**src/rtl/i2c_slave_regif.sv**
```systemverilog
`default_nettype none
// ============================================================================
// Module   : i2c_slave_regif
// Purpose  : I2C target that maps START / device address / register address /
//            data / STOP onto an 8-bit-addressed local register file through
//            a one-cycle write strobe and a combinational read port.
//            SCL and SDA are oversampled on the system clock; SCL is never
//            driven (no clock stretching).
// Revision : 1.0 - initial release
// ============================================================================
module i2c_slave_regif #(
  parameter logic [6:0] DEV_ID = 7'h42
) (
  input  logic       clock_freq,
  input  logic       reset_n,
  input  logic       scl_in,
  input  logic       sda_in,
  output logic       sda_oe,
  output logic       wr_en,
  output logic [7:0] wr_addr,
  output logic [7:0] wr_data,
  output logic [7:0] rd_addr,
  input  logic [7:0] rd_data,
  output logic       busy
);

  localparam logic [3:0] S_IDLE      = 4'd0;
  localparam logic [3:0] S_ADDR      = 4'd1;
  localparam logic [3:0] S_ADDR_ACK  = 4'd2;
  localparam logic [3:0] S_REG       = 4'd3;
  localparam logic [3:0] S_REG_ACK   = 4'd4;
  localparam logic [3:0] S_WDATA     = 4'd5;
  localparam logic [3:0] S_WDATA_ACK = 4'd6;
  localparam logic [3:0] S_RDATA     = 4'd7;
  localparam logic [3:0] S_RDATA_ACK = 4'd8;
  localparam logic [3:0] S_IGNORE    = 4'd9;

  // Synchronizer and history flops (idle bus level is 1)
  logic scl_s1_q, scl_s2_q, scl_h_q;
  logic sda_s1_q, sda_s2_q, sda_h_q;

  logic [3:0] state_q,   state_d;
  logic [2:0] bitcnt_q,  bitcnt_d;
  logic [7:0] shreg_q,   shreg_d;
  logic       rw_q,      rw_d;
  logic       ack_ph_q,  ack_ph_d;   // ACK slot: 0 = waiting to drive/sample, 1 = in slot
  logic [7:0] ptr_q,     ptr_d;
  logic       sda_oe_q,  sda_oe_d;
  logic       wr_en_q,   wr_en_d;
  logic [7:0] wr_addr_q, wr_addr_d;
  logic [7:0] wr_data_q, wr_data_d;
  logic       busy_q,    busy_d;

  logic       scl_rise, scl_fall;
  logic       start_det, stop_det;
  logic [7:0] byte_in;

  // Two-flop synchronizers plus one history flop for edge detection
  always_ff @(posedge clock_freq or negedge reset_n) begin
    if (!reset_n) begin
      scl_s1_q <= 1'b1;
      scl_s2_q <= 1'b1;
      scl_h_q  <= 1'b1;
      sda_s1_q <= 1'b1;
      sda_s2_q <= 1'b1;
      sda_h_q  <= 1'b1;
    end else begin
      scl_s1_q <= scl_in;
      scl_s2_q <= scl_s1_q;
      scl_h_q  <= scl_s2_q;
      sda_s1_q <= sda_in;
      sda_s2_q <= sda_s1_q;
      sda_h_q  <= sda_s2_q;
    end
  end

  assign scl_rise = scl_s2_q & ~scl_h_q;
  assign scl_fall = ~scl_s2_q & scl_h_q;
  // Our own pull-down only ever moves SDA while SCL is low, but gating on
  // sda_oe keeps a self-inflicted SDA edge from ever being taken as START/STOP.
  assign start_det = ~sda_oe_q & scl_s2_q & sda_h_q & ~sda_s2_q;
  assign stop_det  = ~sda_oe_q & scl_s2_q & ~sda_h_q & sda_s2_q;
  assign byte_in   = {shreg_q[6:0], sda_s2_q};

  // Protocol state machine: next-state and output decode
  always_comb begin
    state_d   = state_q;
    bitcnt_d  = bitcnt_q;
    shreg_d   = shreg_q;
    rw_d      = rw_q;
    ack_ph_d  = ack_ph_q;
    ptr_d     = ptr_q;
    sda_oe_d  = sda_oe_q;
    wr_en_d   = 1'b0;
    wr_addr_d = wr_addr_q;
    wr_data_d = wr_data_q;
    busy_d    = busy_q;

    if (start_det) begin
      state_d  = S_ADDR;
      bitcnt_d = 3'd7;
      sda_oe_d = 1'b0;
      ack_ph_d = 1'b0;
      busy_d   = 1'b1;
    end else if (stop_det) begin
      state_d  = S_IDLE;
      sda_oe_d = 1'b0;
      ack_ph_d = 1'b0;
      busy_d   = 1'b0;
    end else begin
      case (state_q)
        S_IDLE, S_IGNORE: begin
          sda_oe_d = 1'b0;
        end

        S_ADDR: begin
          sda_oe_d = 1'b0;
          if (scl_rise) begin
            shreg_d = byte_in;
            if (bitcnt_q == 3'd0) begin
              rw_d     = byte_in[0];
              ack_ph_d = 1'b0;
              // Address 0 (general call) is never answered
              if (byte_in[7:1] == DEV_ID && byte_in[7:1] != 7'd0) begin
                state_d = S_ADDR_ACK;
              end else begin
                state_d = S_IGNORE;
              end
            end else begin
              bitcnt_d = bitcnt_q - 3'd1;
            end
          end
        end

        S_REG, S_WDATA: begin
          sda_oe_d = 1'b0;
          if (scl_rise) begin
            shreg_d = byte_in;
            if (bitcnt_q == 3'd0) begin
              ack_ph_d = 1'b0;
              if (state_q == S_REG) begin
                ptr_d   = byte_in;
                state_d = S_REG_ACK;
              end else begin
                wr_en_d   = 1'b1;
                wr_addr_d = ptr_q;
                wr_data_d = byte_in;
                state_d   = S_WDATA_ACK;
              end
            end else begin
              bitcnt_d = bitcnt_q - 3'd1;
            end
          end
        end

        S_ADDR_ACK, S_REG_ACK, S_WDATA_ACK: begin
          if (scl_fall) begin
            if (!ack_ph_q) begin
              sda_oe_d = 1'b1;
              ack_ph_d = 1'b1;
            end else begin
              ack_ph_d = 1'b0;
              bitcnt_d = 3'd7;
              sda_oe_d = 1'b0;
              if (state_q == S_ADDR_ACK && rw_q) begin
                // Read: present bit 7 immediately as the ACK slot ends
                shreg_d  = rd_data;
                sda_oe_d = ~rd_data[7];
                state_d  = S_RDATA;
              end else if (state_q == S_ADDR_ACK) begin
                state_d = S_REG;
              end else if (state_q == S_REG_ACK) begin
                state_d = S_WDATA;
              end else begin
                ptr_d   = ptr_q + 8'd1;
                state_d = S_WDATA;
              end
            end
          end
        end

        S_RDATA: begin
          if (scl_fall) begin
            if (bitcnt_q == 3'd0) begin
              sda_oe_d = 1'b0;
              ack_ph_d = 1'b0;
              state_d  = S_RDATA_ACK;
            end else begin
              shreg_d  = {shreg_q[6:0], 1'b0};
              sda_oe_d = ~shreg_q[6];
              bitcnt_d = bitcnt_q - 3'd1;
            end
          end
        end

        S_RDATA_ACK: begin
          if (!ack_ph_q && scl_rise) begin
            ptr_d = ptr_q + 8'd1;
            if (sda_s2_q) begin
              state_d = S_IGNORE;
            end else begin
              ack_ph_d = 1'b1;
            end
          end else if (ack_ph_q && scl_fall) begin
            // Pointer has already advanced, so rd_data is the next register
            shreg_d  = rd_data;
            sda_oe_d = ~rd_data[7];
            bitcnt_d = 3'd7;
            ack_ph_d = 1'b0;
            state_d  = S_RDATA;
          end
        end

        default: begin
          state_d  = S_IDLE;
          sda_oe_d = 1'b0;
        end
      endcase
    end
  end

  // State and output registers
  always_ff @(posedge clock_freq or negedge reset_n) begin
    if (!reset_n) begin
      state_q   <= S_IDLE;
      bitcnt_q  <= 3'd7;
      shreg_q   <= 8'h00;
      rw_q      <= 1'b0;
      ack_ph_q  <= 1'b0;
      ptr_q     <= 8'h00;
      sda_oe_q  <= 1'b0;
      wr_en_q   <= 1'b0;
      wr_addr_q <= 8'h00;
      wr_data_q <= 8'h00;
      busy_q    <= 1'b0;
    end else begin
      state_q   <= state_d;
      bitcnt_q  <= bitcnt_d;
      shreg_q   <= shreg_d;
      rw_q      <= rw_d;
      ack_ph_q  <= ack_ph_d;
      ptr_q     <= ptr_d;
      sda_oe_q  <= sda_oe_d;
      wr_en_q   <= wr_en_d;
      wr_addr_q <= wr_addr_d;
      wr_data_q <= wr_data_d;
      busy_q    <= busy_d;
    end
  end

  assign sda_oe  = sda_oe_q;
  assign wr_en   = wr_en_q;
  assign wr_addr = wr_addr_q;
  assign wr_data = wr_data_q;
  assign rd_addr = ptr_q;
  assign busy    = busy_q;

endmodule
`default_nettype wire
```
**config.mk**
```make
export PLATFORM = sky130hd
export DESIGN_NAME = i2c_slave_regif
export DESIGN_NICKNAME = d
export VERILOG_FILES = /design/src/rtl/i2c_slave_regif.sv
export SDC_FILE = /design/constraint.sdc
export NUM_CORES = 1
export LEC_CHECK = 0
export ABC_AREA = 1
export CAP_MARGIN = 30
export CELL_PAD_IN_SITES_DETAIL_PLACEMENT = 0
export CELL_PAD_IN_SITES_GLOBAL_PLACEMENT = 1
export CORE_ASPECT_RATIO = 1.4
export CORE_MARGIN = 2
export CORE_UTILIZATION = 44
export CTS_BUF_LIST = sky130_fd_sc_hd__clkbuf_8
export CTS_CLUSTER_DIAMETER = 60
export DETAILED_ROUTE_END_ITERATION = 16
export HOLD_SLACK_MARGIN = 0.05
export PLACE_DENSITY_LB_ADDON = 0.08
export SYNTH_ARGS = -nofsm -noshare
export SYNTH_HDL_FRONTEND = slang
export SYNTH_SLANG_ARGS = --single-unit
```
**constraint.sdc**
```tcl
create_clock -name clock_freq -period 2.7 [get_ports clock_freq]
set_clock_uncertainty 0.05 [all_clocks]
set_input_delay 0.54 -clock clock_freq [delete_from_list [all_inputs] [get_ports clock_freq]]
set_output_delay 0.54 -clock clock_freq [all_outputs]
set_load 0.01 [all_outputs]
```
# Yosys cells after proc, flatten, opt, wreduce, memory -nomap -nowiden

Index checks and enable logic that the tools add are counted.

Bitwise logic cells: 17
Add/sub/neg operators: 2
Equality and inequality tests: 47
Muxes and demuxes: 76
Reduce and logical (&&, ||, !) cells: 25

Operators with widths:

| cell                  | count |
|---|---|
| $mux W8               | 9 |
| $mux W4               | 14 |
| $mux W7               | 8 |
| $ne A4 B4 Y1 const B  | 10 |
| $mux W3               | 11 |
| $ne A2 B2 Y1 const B  | 15 |
| $pmux W7 S4           | 1 |
| $mux W1               | 27 |
| $pmux W4 S6           | 1 |
| $pmux W8 S3           | 1 |
| $reduce_and A11 Y1    | 2 |
| $ne A3 B3 Y1 const B  | 6 |
| $eq A4 B3 Y1 const B  | 4 |
| $ne A5 B5 Y1 const B  | 3 |
| $pmux W3 S4           | 1 |
| $reduce_and A12 Y1    | 1 |
| $reduce_and A6 Y1     | 2 |
| $not A1 Y1            | 10 |
| $add A8 B1 Y8 const B | 1 |
| $eq A4 B2 Y1 const B  | 2 |
| $eq A4 B4 Y1 const B  | 2 |
| $reduce_and A8 Y1     | 1 |
| $and A1 B1 Y1         | 7 |
| $eq A7 B7 Y1 const B  | 1 |
| other kinds (22)      | 27 |

Register bits: 49
Bits of input ports: 12
Output and inout port bits: 27

# Longest topological paths before layout

Depth after elaboration: 8
Mapped depth: 11

# Least setup slack after synthesis

Ideal clock, no wire load.

Kind: register to register
From: register scl_s2_q
To: register state_q[3]
Setup time: 0.065 ns
Cell stages (with the launch flop): 11
Slack: 1.004 ns
Buffers on the path: 2
Arrival time: 1.581 ns
Data required time: 2.585 ns
Cell sequence: dfstp_2 buf_2 nand3_1 nand2_1 nand2_1 buf_4 o211ai_1 nand2_1 nor2_1 nand3_1 nand2_1

Word-level cells in the longest chain between the ends: 6

RTL lines:

| item                   | line | source |
|---|---|---|
| start, declared        | 39   | `logic scl_s1_q, scl_s2_q, scl_h_q;` |
| start signal, assigned | 69   | `scl_s2_q <= scl_s1_q;` |
| $and A1 B1 Y1          | 77   | `assign scl_rise = scl_s2_q & ~scl_h_q;` |
| $logic_and A1 B1 Y1    | 197  | `if (!ack_ph_q && scl_rise) begin` |
| $mux W4                | 197  |  |
| $pmux W4 S6            | 111  | `case (state_q)` |
| $mux W4                | 105  | `end else if (stop_det) begin` |
| $mux W4                | 99   | `if (start_det) begin` |
| end signal, assigned   | 237  | `state_q <= state_d;` |
| end, declared          | 42   | `logic [3:0] state_q, state_d;` |

Several ways; a longest one is shown, not always the timed one.
A chain may end at the register's enable or synchronous reset.

# Worst setup path in the final report

From: register state_q[1]
To: register ptr_q[2] (netlist: rd_addr[2])

Word-level cells in the longest chain between the ends: 4

RTL lines:

| item                                                                | line          | source |
|---|---|---|
| $eq A4 B2 Y1 (tied with other cells)                                | 111, 165, 170 |  |
| $reduce_or A3 Y1 (tied with other cells)                            | 111           |  |
| $ne A2 B2 Y1 (no line) / $reduce_bool A3 Y1 (equally long branches) | --            |  |
| $reduce_and A12 Y1 (no line)                                        | --            |  |
| end signal, assigned                                                | 242           | `ptr_q <= ptr_d;` |
| end, declared                                                       | 47            | `logic [7:0] ptr_q, ptr_d;` |

Several ways; a longest one is shown, not always the timed one.

==> impl_metrics.json <==
{
  "busiest_layer": "met2",
  "via_count": 2691,
  "fp.coreArea_sq_um": 6296,
  "pin_count": 39,
  "cts_sinks": 49,
  "synth.top_cells.by_count": "129 x nand2_1, 47 x nand3_1, 40 x dfrtp_1",
  "syn_to_final_growth_pct": 19.93,
  "synth-seq-cells": 49,
  "ctsResizeCount": 0,
  "instances_no_fill": 510,
  "slew_headroom_pct": 64.08,
  "timing.hold.ws_ps": 165.2,
  "yosys.area.top_type_share_pct": 34.66,
  "drt_pass1_iterations": 4,
  "startpoint": "state_q[1]",
  "cp-start-kind": "flip-flop",
  "hold_viol_final": 0,
  "wl_per_cell_um": 14.48,
  "dp.cells": 502,
  "p_per_area_nw_per_um2": 750.7,
  "clockRootBuffer": "clkbuf_8",
  "arrival_ps": 2150,
  "fin_nets": 452,
  "setup_tns_ps": 0,
  "hold_class": "primary input to asynchronous set/reset pin",
  "cts_buffers": 5,
  "drc": 0,
  "synth_edf_count": 0,
  "place.gp.congestion": 0.9579,
  "ys_top_cells_by_area": "dfrtp_1 35%, nand2_1 17%, dfstp_2 8.2%",
  "yosysTopAreaCell": "dfrtp_1",
  "postCtsSetupBuffers": 0,
  "drv_slew": 0,
  "clock_latency_ps": 300,
  "synth_warnings": 0,
  "wl_um": 7387,
  "setup_ws_ps": 685.5,
  "ant_nets": 0,
  "max_freq_ghz": 0.4964,
  "setup_viol": 0,
  "clock_path_buffers": 2,
  "grt.total_usage_pct": 22.43,
  "rsz0062_at_grt": "false",
  "cts_tree": "done",
  "crit_fanout": 14,
  "status": "complete, no violations",
  "nFillCells": 652,
  "fin_area_sq_um": 3463,
  "n_antenna_cell": 0,
  "initial_core_util_pct": 45.87,
  "fin_crit_ps": 2015,
  "multi_input_area_sq_um": 1438,
  "layout-drive-gt1-share_pct": 10.73,
  "syn_nets": 412,
  "yosysMostFrequentCell": "nand2_1",
  "seq_area_frac_synth_pct": 42.85,
  "use_met3_pct": 3.213,
  "r2r_cells": 8,
  "grt_max_degree": 28,
  "place_area_sq_um": 3357,
  "ys_async_sr_fraction_pct": 100.0,
  "total_leakage_power_nw": 1.774,
  "drt-vias-per-instance": 5.276,
  "yosys_most_used_dff": "dfrtp_1",
  "row_count": 34,
  "postCtsHoldBufs": 0,
  "dp_hpwl_um": 5584,
  "fin_crit_sh_pct": 74.61,
  "syn-instance-count": 397,
  "ir_drop_mv": 0.3947,
  "grt_pass1_vias": 2668,
  "fp.dieW_um": 72.47,
  "regArea_sq_um": 1237,
  "worstMarginPinSlew_ps": 538.9,
  "drv_cap": 0,
  "drt_iter0_markers": 143,
  "required_ps": 2830,
  "portBuffers": 38,
  "timing.rr.start": "state_q[1]",
  "use_met1_pct": 26.40,
  "worst-setup-path-type": "flip-flop to flip-flop",
  "dp_slack_ps": 680.8,
  "grt_overflow": 0,
  "grt_pass1_wl_um": 12630,
  "dieArea_sq_um": 7236,
  "avgSynthCellArea_sq_um": 7.274,
  "use_met2_pct": 38.96,
  "antenna_found_initial": 0,
  "crit_path_end_kind": "flip-flop",
  "power.total_mw": 2.600,
  "fin_util_pct": 55.01,
  "yosys.cell_types.count": 32,
  "clk_pin_slew_ps": 90,
  "htree_levels": 2,
  "syn_area_sq_um": 2888,
  "die_h_um": 99.86
}
==> logic make-up after synthesis <==
family / share of synthesized area, %
AND/OR/NAND/NOR: 36.96
buffers and inverters: 7.366
AO/OA/AOI/OAI: 10.01
flip-flops: 42.85
XOR/XNOR: 1.516
adder cells (fa/ha/maj): 1.300
==> layout by cell type (no fill, tap or decap), drive strengths merged, types with 2 or more instances in the layout <==
cell type and instances:
o211ai 3, nand3 49, clkbuf 5, clkdlybuf4s50 37
ha 3, nor3 5, o21ai 38, dfstp 9
xor2 4, dfrtp 40, buf 5, nand4 12
a21oi 5, nor2 36, inv 44, nand2 135
o21bai 2
==> critical path, stage by stage, from the launching register on <==
cell	delay [ps]
dfrtp_1	460
nor2_1	170
nand3_1	230
nand2_1	160
inv_1	180
a21oi_2	230
nand2_2	210
nand2_1	130
o21ai_2	60
==> final timing paths <==
kind,end,slack [ps]
max,rd_addr[2],690
min,wr_data[3],170
max reg2reg,rd_addr[2],690
min reg2reg,sda_s2_q,310
max in group asynchronous,rd_addr[5],1910
min in group clock_freq,sda_s2_q,310
==> where the power goes <==
| group | switching [mW] | total (mW) | internal, mW |
|---|---|---|---|
| sequential | 0.138 | 1.03 | 0.892 |
| combinational | 0.664 | 1.05 | 0.390 |
| clock | 0.245 | 0.515 | 0.270 |
==> sequential cells by signal (all words and copies together), names as in the netlist, 3 cells and up <==
name	flops
rd_addr	8
wr_addr	8
wr_data	8
shreg_q	7
state_q	4
bitcnt_q	3
==> cell type report <==
| class | count | area share [%] |
|---|---|---|
| clock buffer | 5 | 1.987 |
| clock inverter | 3 | 1.084 |
| inverter | 43 | 4.660 |
| multi-input combinational | 296 | 41.51 |
| sequential | 49 | 35.73 |
| tap | 72 | 2.601 |
| timing repair buffer | 42 | 12.43 |
==> routing by layer <==
| layer | share of wire [%] | wire length, um |
|---|---|---|
| met2 | 50 | 3685 |
| met1 | 43 | 3142 |
| met5 | 0 | 0 |
| met4 | 4.5 | 332 |
| met3 | 3.1 | 226 |
Note: power is estimated with default switching activity, not from simulation.
